`config.mk`:
```
export PLATFORM = sky130hd
export DESIGN_NAME = aes_core_scheduler
export DESIGN_NICKNAME = d
export VERILOG_FILES = /design/src/rtl/aes_core_scheduler.sv
export SDC_FILE = /design/constraint.sdc
export NUM_CORES = 1
export LEC_CHECK = 0
export CAP_MARGIN = 20
export CORE_AREA = 2 2 408 410
export CTS_CLUSTER_DIAMETER = 200
export DETAILED_ROUTE_END_ITERATION = 10
export DIE_AREA = 0 0 410 412
export SLEW_MARGIN = 20
export SYNTH_ARGS = -nofsm -noshare
export SYNTH_HDL_FRONTEND = slang
export SYNTH_SLANG_ARGS = --single-unit
```
`constraint.sdc`:
```
create_clock -name AES_clk -period 2.9 [get_ports AES_clk]
set_clock_uncertainty 0.2 [all_clocks]
set_input_delay 0.58 -clock AES_clk [delete_from_list [all_inputs] [get_ports AES_clk]]
set_output_delay 0.58 -clock AES_clk [all_outputs]
set_load 0.01 [all_outputs]
```
`src/rtl/aes_core_scheduler.sv`:
```
// aes_core_scheduler
// Shares one AES encryption core between two requesters using round-robin
// arbitration. Each operation is captured, run on the core, returned as a
// response tagged with the requester id, and followed by a recovery gap.
// A watchdog aborts an operation whose core never reports valid.
//
// Ports:
//   AES_clk, AES_rst_n          clock, synchronous active-low reset
//   reqN_valid/ready/data/key   requester N block handshake (N = 0, 1)
//   rsp_valid/ready/id/data/err result handshake, err = timeout abort
//   core_en/data_in/key_in      drive to the AES core
//   core_data_out(_valid)       result from the AES core
//   busy                        scheduler not idle
//
// state  | meaning
// IDLE   | waiting for a request, grant is combinational
// RUN    | core_en high, waiting for core valid or watchdog
// RESP   | response held until consumer accepts
// GAP    | core_en low for GAP_CYC cycles before next grant
module aes_core_scheduler #(
  parameter int TIMEOUT_CYC = 64,
  parameter int GAP_CYC     = 2
) (
  input  logic         AES_clk,
  input  logic         AES_rst_n,
  input  logic         req0_valid,
  output logic         req0_ready,
  input  logic [127:0] req0_data,
  input  logic [127:0] req0_key,
  input  logic         req1_valid,
  output logic         req1_ready,
  input  logic [127:0] req1_data,
  input  logic [127:0] req1_key,
  output logic         rsp_valid,
  input  logic         rsp_ready,
  output logic         rsp_id,
  output logic [127:0] rsp_data,
  output logic         rsp_err,
  output logic         core_en,
  output logic [127:0] core_data_in,
  output logic [127:0] core_key_in,
  input  logic [127:0] core_data_out,
  input  logic         core_data_out_valid,
  output logic         busy
);

  localparam logic [1:0] S_IDLE = 2'd0;
  localparam logic [1:0] S_RUN  = 2'd1;
  localparam logic [1:0] S_RESP = 2'd2;
  localparam logic [1:0] S_GAP  = 2'd3;

  localparam logic [7:0] RUN_LAST = 8'(TIMEOUT_CYC - 1);
  localparam logic [3:0] GAP_LAST = 4'(GAP_CYC - 1);

  logic [1:0] state;
  logic       last_grant;
  logic [7:0] run_cnt;
  logic [3:0] gap_cnt;
  logic       grant_any;
  logic       grant_id;
  logic       take;

  // On a tie the requester that was not served last wins.
  always_comb begin
    grant_any = req0_valid | req1_valid;
    grant_id  = (req0_valid && req1_valid) ? ~last_grant : req1_valid;
  end

  assign take       = (state == S_IDLE) && grant_any;
  assign req0_ready = take && !grant_id;
  assign req1_ready = take && grant_id;
  assign busy       = (state != S_IDLE);

  always_ff @(posedge AES_clk) begin
    if (!AES_rst_n) begin
      state        <= S_IDLE;
      last_grant   <= 1'b1;
      run_cnt      <= '0;
      gap_cnt      <= '0;
      core_en      <= 1'b0;
      core_data_in <= '0;
      core_key_in  <= '0;
      rsp_valid    <= 1'b0;
      rsp_id       <= 1'b0;
      rsp_data     <= '0;
      rsp_err      <= 1'b0;
    end else begin
      case (state)
        S_IDLE: begin
          if (take) begin
            core_data_in <= grant_id ? req1_data : req0_data;
            core_key_in  <= grant_id ? req1_key  : req0_key;
            rsp_id       <= grant_id;
            last_grant   <= grant_id;
            run_cnt      <= '0;
            core_en      <= 1'b1;
            state        <= S_RUN;
          end
        end
        S_RUN: begin
          // Core valid takes priority over a watchdog expiry in the same cycle.
          if (core_data_out_valid) begin
            rsp_data  <= core_data_out;
            rsp_err   <= 1'b0;
            rsp_valid <= 1'b1;
            core_en   <= 1'b0;
            state     <= S_RESP;
          end else if (run_cnt == RUN_LAST) begin
            rsp_data  <= '0;
            rsp_err   <= 1'b1;
            rsp_valid <= 1'b1;
            core_en   <= 1'b0;
            state     <= S_RESP;
          end else begin
            run_cnt <= run_cnt + 8'd1;
          end
        end
        S_RESP: begin
          if (rsp_ready) begin
            rsp_valid <= 1'b0;
            gap_cnt   <= '0;
            state     <= S_GAP;
          end
        end
        S_GAP: begin
          if (gap_cnt == GAP_LAST) begin
            state <= S_IDLE;
          end else begin
            gap_cnt <= gap_cnt + 4'd1;
          end
        end
        default: state <= S_IDLE;
      endcase
    end
  end

endmodule

```
==> results of run 1 <==
-- cells by family (layout without fill, tap and decap cells) --
| kind of cell | Yosys count | in the layout |
|---|---|---|
| adder cells (fa/ha/maj) | 8 | 8 |
| multiplexers | 1 | 1 |
| AO/OA/AOI/OAI | 419 | 419 |
| flip-flops | 403 | 403 |
| AND/OR/NAND/NOR | 308 | 308 |
| other | 0 | 20 |
| buffers and inverters | 153 | 1188 |
| XOR/XNOR | 2 | 2 |
-- power groups by stage --
stage	sequential (W)	combinational, W	clock [W]
2_1_floorplan	0.00783	0.00335	0
4_1_cts	0.00746	0.00937	0.00746
5_1_grt	0.00756	0.00981	0.00763
3_5_place_dp	0.00755	0.00930	0
6_report	0.00747	0.00924	0.00724
3_3_place_gp	0.00754	0.00927	0
-- routing by layer --
metal,routed length [um],up-vias
met5,282,-
met3,16000,226
li1,-,7194
met1,51700,8533
met4,4210,44
met2,63800,1123
-- critical path, cell delays in order (launching register included) --
cell and delay (ns):
sky130_fd_sc_hd__dfxtp_1 0.34, sky130_fd_sc_hd__inv_2 0.11, sky130_fd_sc_hd__ha_4 0.17, sky130_fd_sc_hd__nand3_4 0.11, sky130_fd_sc_hd__inv_8 0.07, sky130_fd_sc_hd__clkdlybuf4s50_1 0.54
-- cells in the mapped netlist (all sizes together) (2+ instances only) --
master / instances
a21boi: 5
a21oi: 10
a222oi: 256
a22o: 128
a31oi: 2
and3: 3
buf: 53
clkbuf: 92
dfxtp: 403
ha: 8
inv: 8
nand2: 20
nand2b: 3
nand3: 10
nand3b: 2
nand4: 2
nor2: 6
nor2b: 257
o21ai: 8
o32ai: 5
xor2: 2
-- sequential cells by signal, summed over array words and instances, names as in the netlist --
| register | count |
|---|---|
| last_grant | 1 |
| gap_cnt | 4 |
| rsp_err | 1 |
| core_key_in | 128 |
| rsp_valid | 1 |
| core_en | 1 |
| state | 2 |
| core_data_in | 128 |
| run_cnt | 8 |
| rsp_data | 128 |
| rsp_id | 1 |
-- how the worst min path moves through the flow --
stage / start / to / slack, ns
after floorplan: last_grant / last_grant / 0.26
after global placement: rsp_id / rsp_id / 0.25
after detailed placement: rsp_id / rsp_id / 0.26
after CTS: AES_rst_n / core_en / 0.02
after global routing: AES_rst_n / core_data_in[115] / 0.07
final: AES_rst_n / core_en / 0.11
-- stage by stage --
step / util, % / hold WS (ns) / TNS [ns] / std cells
after floorplan: - / 0.263 / 0 / 1294
after global placement: 16.9 / 0.254 / -42.26 / 4420
after detailed placement: 16.9 / 0.262 / -39.81 / 4420
after CTS: 18.0 / 0.0211 / 0 / 4518
after global routing: 18.0 / 0.0744 / 0 / 4518
final: 18.0 / 0.110 / 0 / 4538
-- placed cells by master, fill, tap and decap left out, types with 3 or more instances in the layout --
cell | synthesis | routed
sky130_fd_sc_hd__a222oi_1 | 256 | 256
sky130_fd_sc_hd__o32ai_1 | 5 | 5
sky130_fd_sc_hd__diode_2 | 0 | 20
sky130_fd_sc_hd__dfxtp_1 | 403 | 403
sky130_fd_sc_hd__clkbuf_16 | 0 | 52
sky130_fd_sc_hd__clkbuf_8 | 0 | 10
sky130_fd_sc_hd__nor2b_1 | 257 | 257
sky130_fd_sc_hd__inv_1 | 7 | 5
sky130_fd_sc_hd__nand3_1 | 9 | 8
sky130_fd_sc_hd__clkinv_2 | 0 | 9
sky130_fd_sc_hd__o21ai_0 | 5 | 5
sky130_fd_sc_hd__buf_4 | 0 | 32
sky130_fd_sc_hd__nand2b_1 | 3 | 3
sky130_fd_sc_hd__nor2_1 | 6 | 6
sky130_fd_sc_hd__nand2_1 | 20 | 20
sky130_fd_sc_hd__buf_12 | 0 | 14
sky130_fd_sc_hd__clkbuf_1 | 92 | 10
sky130_fd_sc_hd__ha_1 | 8 | 7
sky130_fd_sc_hd__a21boi_0 | 5 | 5
sky130_fd_sc_hd__clkdlybuf4s50_1 | 0 | 1032
sky130_fd_sc_hd__bufinv_16 | 0 | 8
sky130_fd_sc_hd__a21oi_1 | 9 | 8
sky130_fd_sc_hd__a22o_1 | 128 | 128
-- cell type report --
type / instances / area, um^2 / share of cell area, %
flip-flops and latches: 403 / 8070 / 27.2
inverters: 8 / 37.5 / 0.127
multi-input cells: 738 / 5970 / 20.1
clock buffers: 72 / 1480 / 4.98
diodes: 20 / 50.0 / 0.169
well taps: 2189 / 2740 / 9.24
repair buffers: 1082 / 10900 / 36.8
clock inverters: 26 / 405 / 1.37
==> implementation parameters, run 1 <==
Parameter                              Value

Outcome
  Result of the run ... finished, violations left
  Violated checks ... design-rule violations

Route
  Via/cell ratio ... 3.77
  Number of DRC markers after the initial detailed-route iteration ... 2482
  Detailed-routing iteration count for the pre-antenna-repair pass ... 11
  Number of antenna-violating nets in the routed design ... 0
  Total wire length ... 136 mm
  Remaining DRCs ... 3
  Vias after detailed routing ... about 17000
  Routed length per instance ... 30.0 um

Pwr
  Switching Fraction ... 35.7%
  Gate power share ... 38.6%
  LEAKAGE ... approximately 10 nW
  Worst IR drop on VDD ... 436 uV
  Switch Pwr ... 0.00855 W
  Pwr Total ... ~0.024 W
  Power Internal ... 0.0154 W
  Total power density per cell area ... 808 nW/um^2
  Sequential power share ... 31.2%
  Portion of total power attributed to the clock network ... 30.2%

Final layout
  Share of cells above drive strength 1 ... 6.40%
  Post-layout nets ... 2939
  FILL cells ... 18100
  Signed area change from the synthesized netlist to the final layout ... 102%
  Design Area, Final ... 29600 um^2

Die
  Initial Utilization ... 8.95%
  Std-Cell Core Area ... ~160000 um^2
  Boundary pin count ... 1037
  Area enclosed by the die boundary ... 169000 um^2
  Placement row count ... 149
  Chip width ... 410 um
  Height of the die ... 412 um

Setup path
  Maximum fanout along the worst path ... 4
  Data arrival time of the critical path ... about 2.0 ns
  Reg-to-Reg Start ... run_cnt[0]
  Internal reg-to-reg setup slack ... 0.40 ns
  Data required time at the worst endpoint ... 2.12 ns
  Crit Path Category ... reg -> out
  Critical path startpoint category ... flip-flop
  Number of cell instances on the worst register-to-register path ... 7
  Reg2reg end ... rsp_data[82]
  Source of the critical timing path ... state[0]
  Endpoint of the most critical setup path ... req1_ready
  Critical path capture point type ... output port

Synthesis
  Number of instances in the synthesized netlist ... 1294
  Post-synthesis xor/xnor area fraction ... less than 1%
  Top area cells in the synthesized netlist ... sky130_fd_sc_hd__dfxtp_1 55%, sky130_fd_sc_hd__a222oi_1 17%, sky130_fd_sc_hd__nor2b_1 11%
  Net Count, Synth ... 1948
  Total of flip-flops plus latches after synthesis ... ~400
  Fraction of synthesized area in multiplexers ... 0.0681%
  Adder and majority gate portion of the synthesized area ... less than 1%
  Fraction of the mapped netlist area in simple logic gates ... 12.8%
  Cell area after synthesis ... ~15000 um^2
  Dominant cell type by area after synthesis ... sky130_fd_sc_hd__dfxtp_1
  Number of warning messages in the yosys log ... 0
  Main combinational cell family by area after synthesis ... compound AO/OA/AOI/OAI gates
  Portion of synthesized cell area occupied by the leading cell type ... between 50 and 60%
  Number of distinct library cells after synthesis ... 38
  Sequential fraction of the synthesis area ... a little over half
  Mean post-synth cell area ... 11.4 um^2
  Count of flip-flops with a built-in enable after synthesis ... 0
  Ys async rst share ... 0%
  Top FF cell, synth ... sky130_fd_sc_hd__dfxtp_1
  Share of the synthesized area in compound gates (AO/OA/AOI/OAI) ... 26.6%

Global routing
  Most heavily used metal layer in global routing ... met2
  Congestion Overflow GR ... 0
  Pin count of the biggest net entering global routing ... 137
  Met3 demand-to-capacity share in global routing ... 6.95%
  Vias in the first global route ... 16100
  Global Route Usage Sum ... 15.1%
  Met1 Resource Use GR ... around 18%
  Antenna violations before repair ... between 80 and 90
  Met2 Track Usage GR ... 24.9%
  Wire length of the first global-routing pass ... 168 mm

Run
  Number of maximum-capacitance violations ... 0

Timing
  RSZ-0062 raised after global routing ... false
  Tightest Pin Transition ... just under 0.7 ns
  Final period demand of the worst path ... ~2.8 ns
  Final count of hold timing violations ... 0
  Period utilisation layout ... 96.6%
  Slew HR ... between 50% and 60%
  Total count of max-transition violations in the final report ... 0
  Count of final setup violators ... 0
  Setup WS post-layout ... 0.0992 ns
  Maximum operating frequency ... 357 MHz

Min path
  Number of stages on the worst hold path ... 2
  Type of the worst min-delay path ... in -> reg

Clocking
  CTS Root Cell ... sky130_fd_sc_hd__clkbuf_16
  Clock-pin slew of the registers on the worst-case setup and hold paths ... 0.07 ns
  TritonCTS clock tree ... built
  Max Root-Sink Buffers ... 3
  Clock latency at the later pin of the worst-skew pair ... between 0.6 and 0.7 ns
  Number of buffers added by the clock tree synthesis step ... 52
  TritonCTS Sinks ... 403
  H-tree depth ... 2
  Post-CTS Setup Bufs ... 0
  Hold bufs inserted after CTS ... 0
  Number of gates resized after cts ... 8

Place
  Final weighted congestion in routability-driven placement ... about 0.99
  Total of buffers placed on input and output ports ... ~1000
  Instance area after placement ... 27700 um^2
  Post-placement setup slack ... -0.250 ns
  Detail Placement HPWL ... 114 mm
No activity file was read; power rests on OpenSTA's default activity.
==> inputs of run 2 (changes only) <==
- GPL_ROUTABILITY_DRIVEN: unset -> 0
==> implementation parameters, run 2 (synthesized netlist as in run 1, its figures left out) <==
Parameter                              Value

Route
  Remaining DRCs ... 5 (+2)
  Detailed-routing iteration count for the pre-antenna-repair pass ... 11 (unchanged)
  Routed length per instance ... 30.0 um (+0.16%)
  Vias after detailed routing ... 17100 (-0.35%)
  Number of antenna-violating nets in the routed design ... 0 (unchanged)
  Via/cell ratio ... 3.76 (-0.33%)
  Number of DRC markers after the initial detailed-route iteration ... 2767 (+11%)
  Total wire length ... 136 mm (+0.14%)

Timing
  Period utilisation layout ... 95.8% (-0.79 points)
  Setup TNS ... 0 ns (unchanged)
  WHS ... 0.0890 ns (-0.0207 ns)
  Final period demand of the worst path ... 2.78 ns (-0.0230 ns)
  Total count of max-transition violations in the final report ... 0 (unchanged)
  RSZ-0062 raised after global routing ... false
  Maximum operating frequency ... 360 MHz (+0.83%)
  Slew HR ... 49.0% (-6.2 points)
  Final count of hold timing violations ... 0 (unchanged)
  Tightest Pin Transition ... 0.765 ns (+0.0929 ns)
  Count of final setup violators ... 0 (unchanged)

Final layout
  Most frequent standard cell in the layout excluding fill and tap cells ... sky130_fd_sc_hd__clkdlybuf4s50_1
  Share of cells above drive strength 1 ... 6.73% (+0.33 points)
  Post-layout nets ... 2947 (+0.27%)
  Largest registers ... core_data_in x128, core_key_in x128, rsp_data x128
  Top library cells by usage in the layout, fill and taps aside ... 1033 x sky130_fd_sc_hd__clkdlybuf4s50_1, 403 x sky130_fd_sc_hd__dfxtp_1, 257 x sky130_fd_sc_hd__nor2b_1
  Final standard cell count with taps included and fillers excluded ... 4537 (-0.022%)
  FILL cells ... 18100 (+0.072%)
  Signed area change from the synthesized netlist to the final layout ... 100%

Die
  Chip width ... 410 um (unchanged)
  Std-Cell Core Area ... 164000 um^2 (unchanged)
  Initial Utilization ... 8.95% (unchanged)
  Boundary pin count ... 1037 (unchanged)
  Placement row count ... 149 (unchanged)
  Height of the die ... 412 um (unchanged)
  Area enclosed by the die boundary ... 169000 um^2 (unchanged)

Setup path
  Gate family responsible for the most delay along the worst path ... buffers and inverters
  Data required time at the worst endpoint ... 2.12 ns (about the same)
  Internal reg-to-reg setup slack ... 0.37 ns (-0.03 ns)
  Cells along the critical path ... inv_2 -> ha_4 -> nand3_4 -> inv_8 -> clkdlybuf4s50_1
  Endpoint of the most critical setup path ... req1_ready
  Maximum fanout along the worst path ... 4 (unchanged)
  Crit Path Category ... reg -> out
  Critical path startpoint category ... flip-flop
  Library cell contributing the largest single delay on the critical path ... sky130_fd_sc_hd__clkdlybuf4s50_1
  Reg-to-Reg Start ... state[0]
  Critical path capture point type ... output port
  WP depth ... 5 (unchanged)
  Data arrival time of the critical path ... 2.00 ns (-0.02 ns)
  Reg2reg end ... core_key_in[68]
  Source of the critical timing path ... state[0]
  Combined buffer and inverter count along the critical path ... 3 (unchanged)
  Number of cell instances on the worst register-to-register path ... 9 (+2)
  Delay of the slowest critical-path stage ... 0.52 ns (-0.02 ns)

Min path
  Type of the worst min-delay path ... in -> reg

Pwr
  Power Internal ... 0.0147 W (-4.4%)
  Sequential power share ... 32.2% (+1.0 points)
  Total power density per cell area ... 789 nW/um^2 (-2.3%)
  Switching Fraction ... 36.7% (+1.0 points)
  Gate power share ... 39.7% (+1.1 points)
  Portion of total power attributed to the clock network ... 28.2% (-2.0 points)
  Worst IR drop on VDD ... 527 uV (+21%)
  Pwr Total ... 0.0232 W (-2.9%)
  Switch Pwr ... 0.00853 W (-0.20%)
  LEAKAGE ... 9.98 nW (-0.63%)

Clocking
  H-tree depth ... 2 (unchanged)
  TritonCTS Sinks ... 403 (unchanged)
  Clock latency at the later pin of the worst-skew pair ... 0.68 ns (about the same)
  Number of buffers added by the clock tree synthesis step ... 52 (unchanged)
  Max Root-Sink Buffers ... 3 (unchanged)
  CTS Root Cell ... sky130_fd_sc_hd__clkbuf_16
  Clock-pin slew of the registers on the worst-case setup and hold paths ... 0.06 ns (about the same)
  TritonCTS clock tree ... built

Place
  Dpl cells ... 4427 (+0.16%)
  Detail Placement HPWL ... 115 mm (+0.65%)
  Total of buffers placed on input and output ports ... 1036 (unchanged)

Global routing
  Vias in the first global route ... 16200 (+0.65%)
  Global Route Usage Sum ... 15.2% (+0.057 points)
  Pin count of the biggest net entering global routing ... 140 (+2.2%)
  Antenna violations before repair ... 93 (+9.4%)
  Wire length of the first global-routing pass ... 169 mm (+0.30%)
  Congestion Overflow GR ... 0 (unchanged)

Outcome
  Violated checks ... design-rule violations
  Result of the run ... finished, violations left

Run
  Number of maximum-capacitance violations ... 0 (unchanged)
-- run 2: changes by cell type in the layout (fill, tap and decap cells not counted), moves of 5 or more --
cell,change
sky130_fd_sc_hd__bufinv_16,-6
sky130_fd_sc_hd__buf_4,+10
sky130_fd_sc_hd__clkinv_2,+9
sky130_fd_sc_hd__diode_2,-6
sky130_fd_sc_hd__clkbuf_8,-5
-- run 2: layout make-up --
type,count,area [um^2],area share (%)
tap,2189,2740,9.30
antenna,14,35.0,0.119
inverter,8,37.5,0.127
sequential,403,8070,27.4
timing repair buffer,1090,10900,37.1
clock inverter,31,284,0.964
multi-input combinational,738,5970,20.3
clock buffer,64,1400,4.74
-- run 2: per-layer routing --
| layer | vias up | part of all wire (%) | GRT usage, % |
|---|---|---|---|
| met5 | - | 0.24 | 0 |
| met4 | 50 | 3.0 | 3.85 |
| met3 | 236 | 11 | 6.85 |
| met2 | 1039 | 47 | 25.0 |
| met1 | 8538 | 39 | 17.7 |
| li1 | 7197 | - | - |
-- run 2: per-stage QoR --
step,cell area (um^2),setup WS (ns),util [%]
after floorplan,14700,0.749,-
after global placement,27700,-0.0891,16.9
after detailed placement,27700,-0.121,16.9
after CTS,29400,0.0223,17.9
after global routing,29400,0.0346,17.9
final,29500,0.122,17.9
-- run 2: worst min-delay path by stage --
| stage | from | to | slack [ns] | cells past startpoint |
|---|---|---|---|---|
| finish | AES_rst_n | core_key_in[127] | 0.09 | 2 |
| global route | AES_rst_n | core_key_in[127] | 0.07 | 2 |
| CTS | AES_rst_n | core_key_in[2] | 0.03 | 2 |
| detailed placement | rsp_data[124] | rsp_data[124] | 0.26 | 1 |
| global placement | rsp_id | rsp_id | 0.25 | 2 |
| floorplan | last_grant | last_grant | 0.26 | 2 |
-- run 2: what timing repair did --
| action | CTS | global route |
|---|---|---|
| setup endpoints to repair | 3 | 1 |
| pin swaps | 0 | 0 |
| hold buffers | 0 | 0 |
| resized for setup | 7 | 1 |
| buffers inserted | 1 | 0 |
-- run 2: power groups by stage --
stage,sequential (W),clock (W),combinational (W)
2_1_floorplan,0.00783,0,0.00335
3_3_place_gp,0.00755,0,0.00922
3_5_place_dp,0.00756,0,0.00928
4_1_cts,0.00748,0.00677,0.00936
5_1_grt,0.00757,0.00695,0.00982
6_report,0.00748,0.00654,0.00922
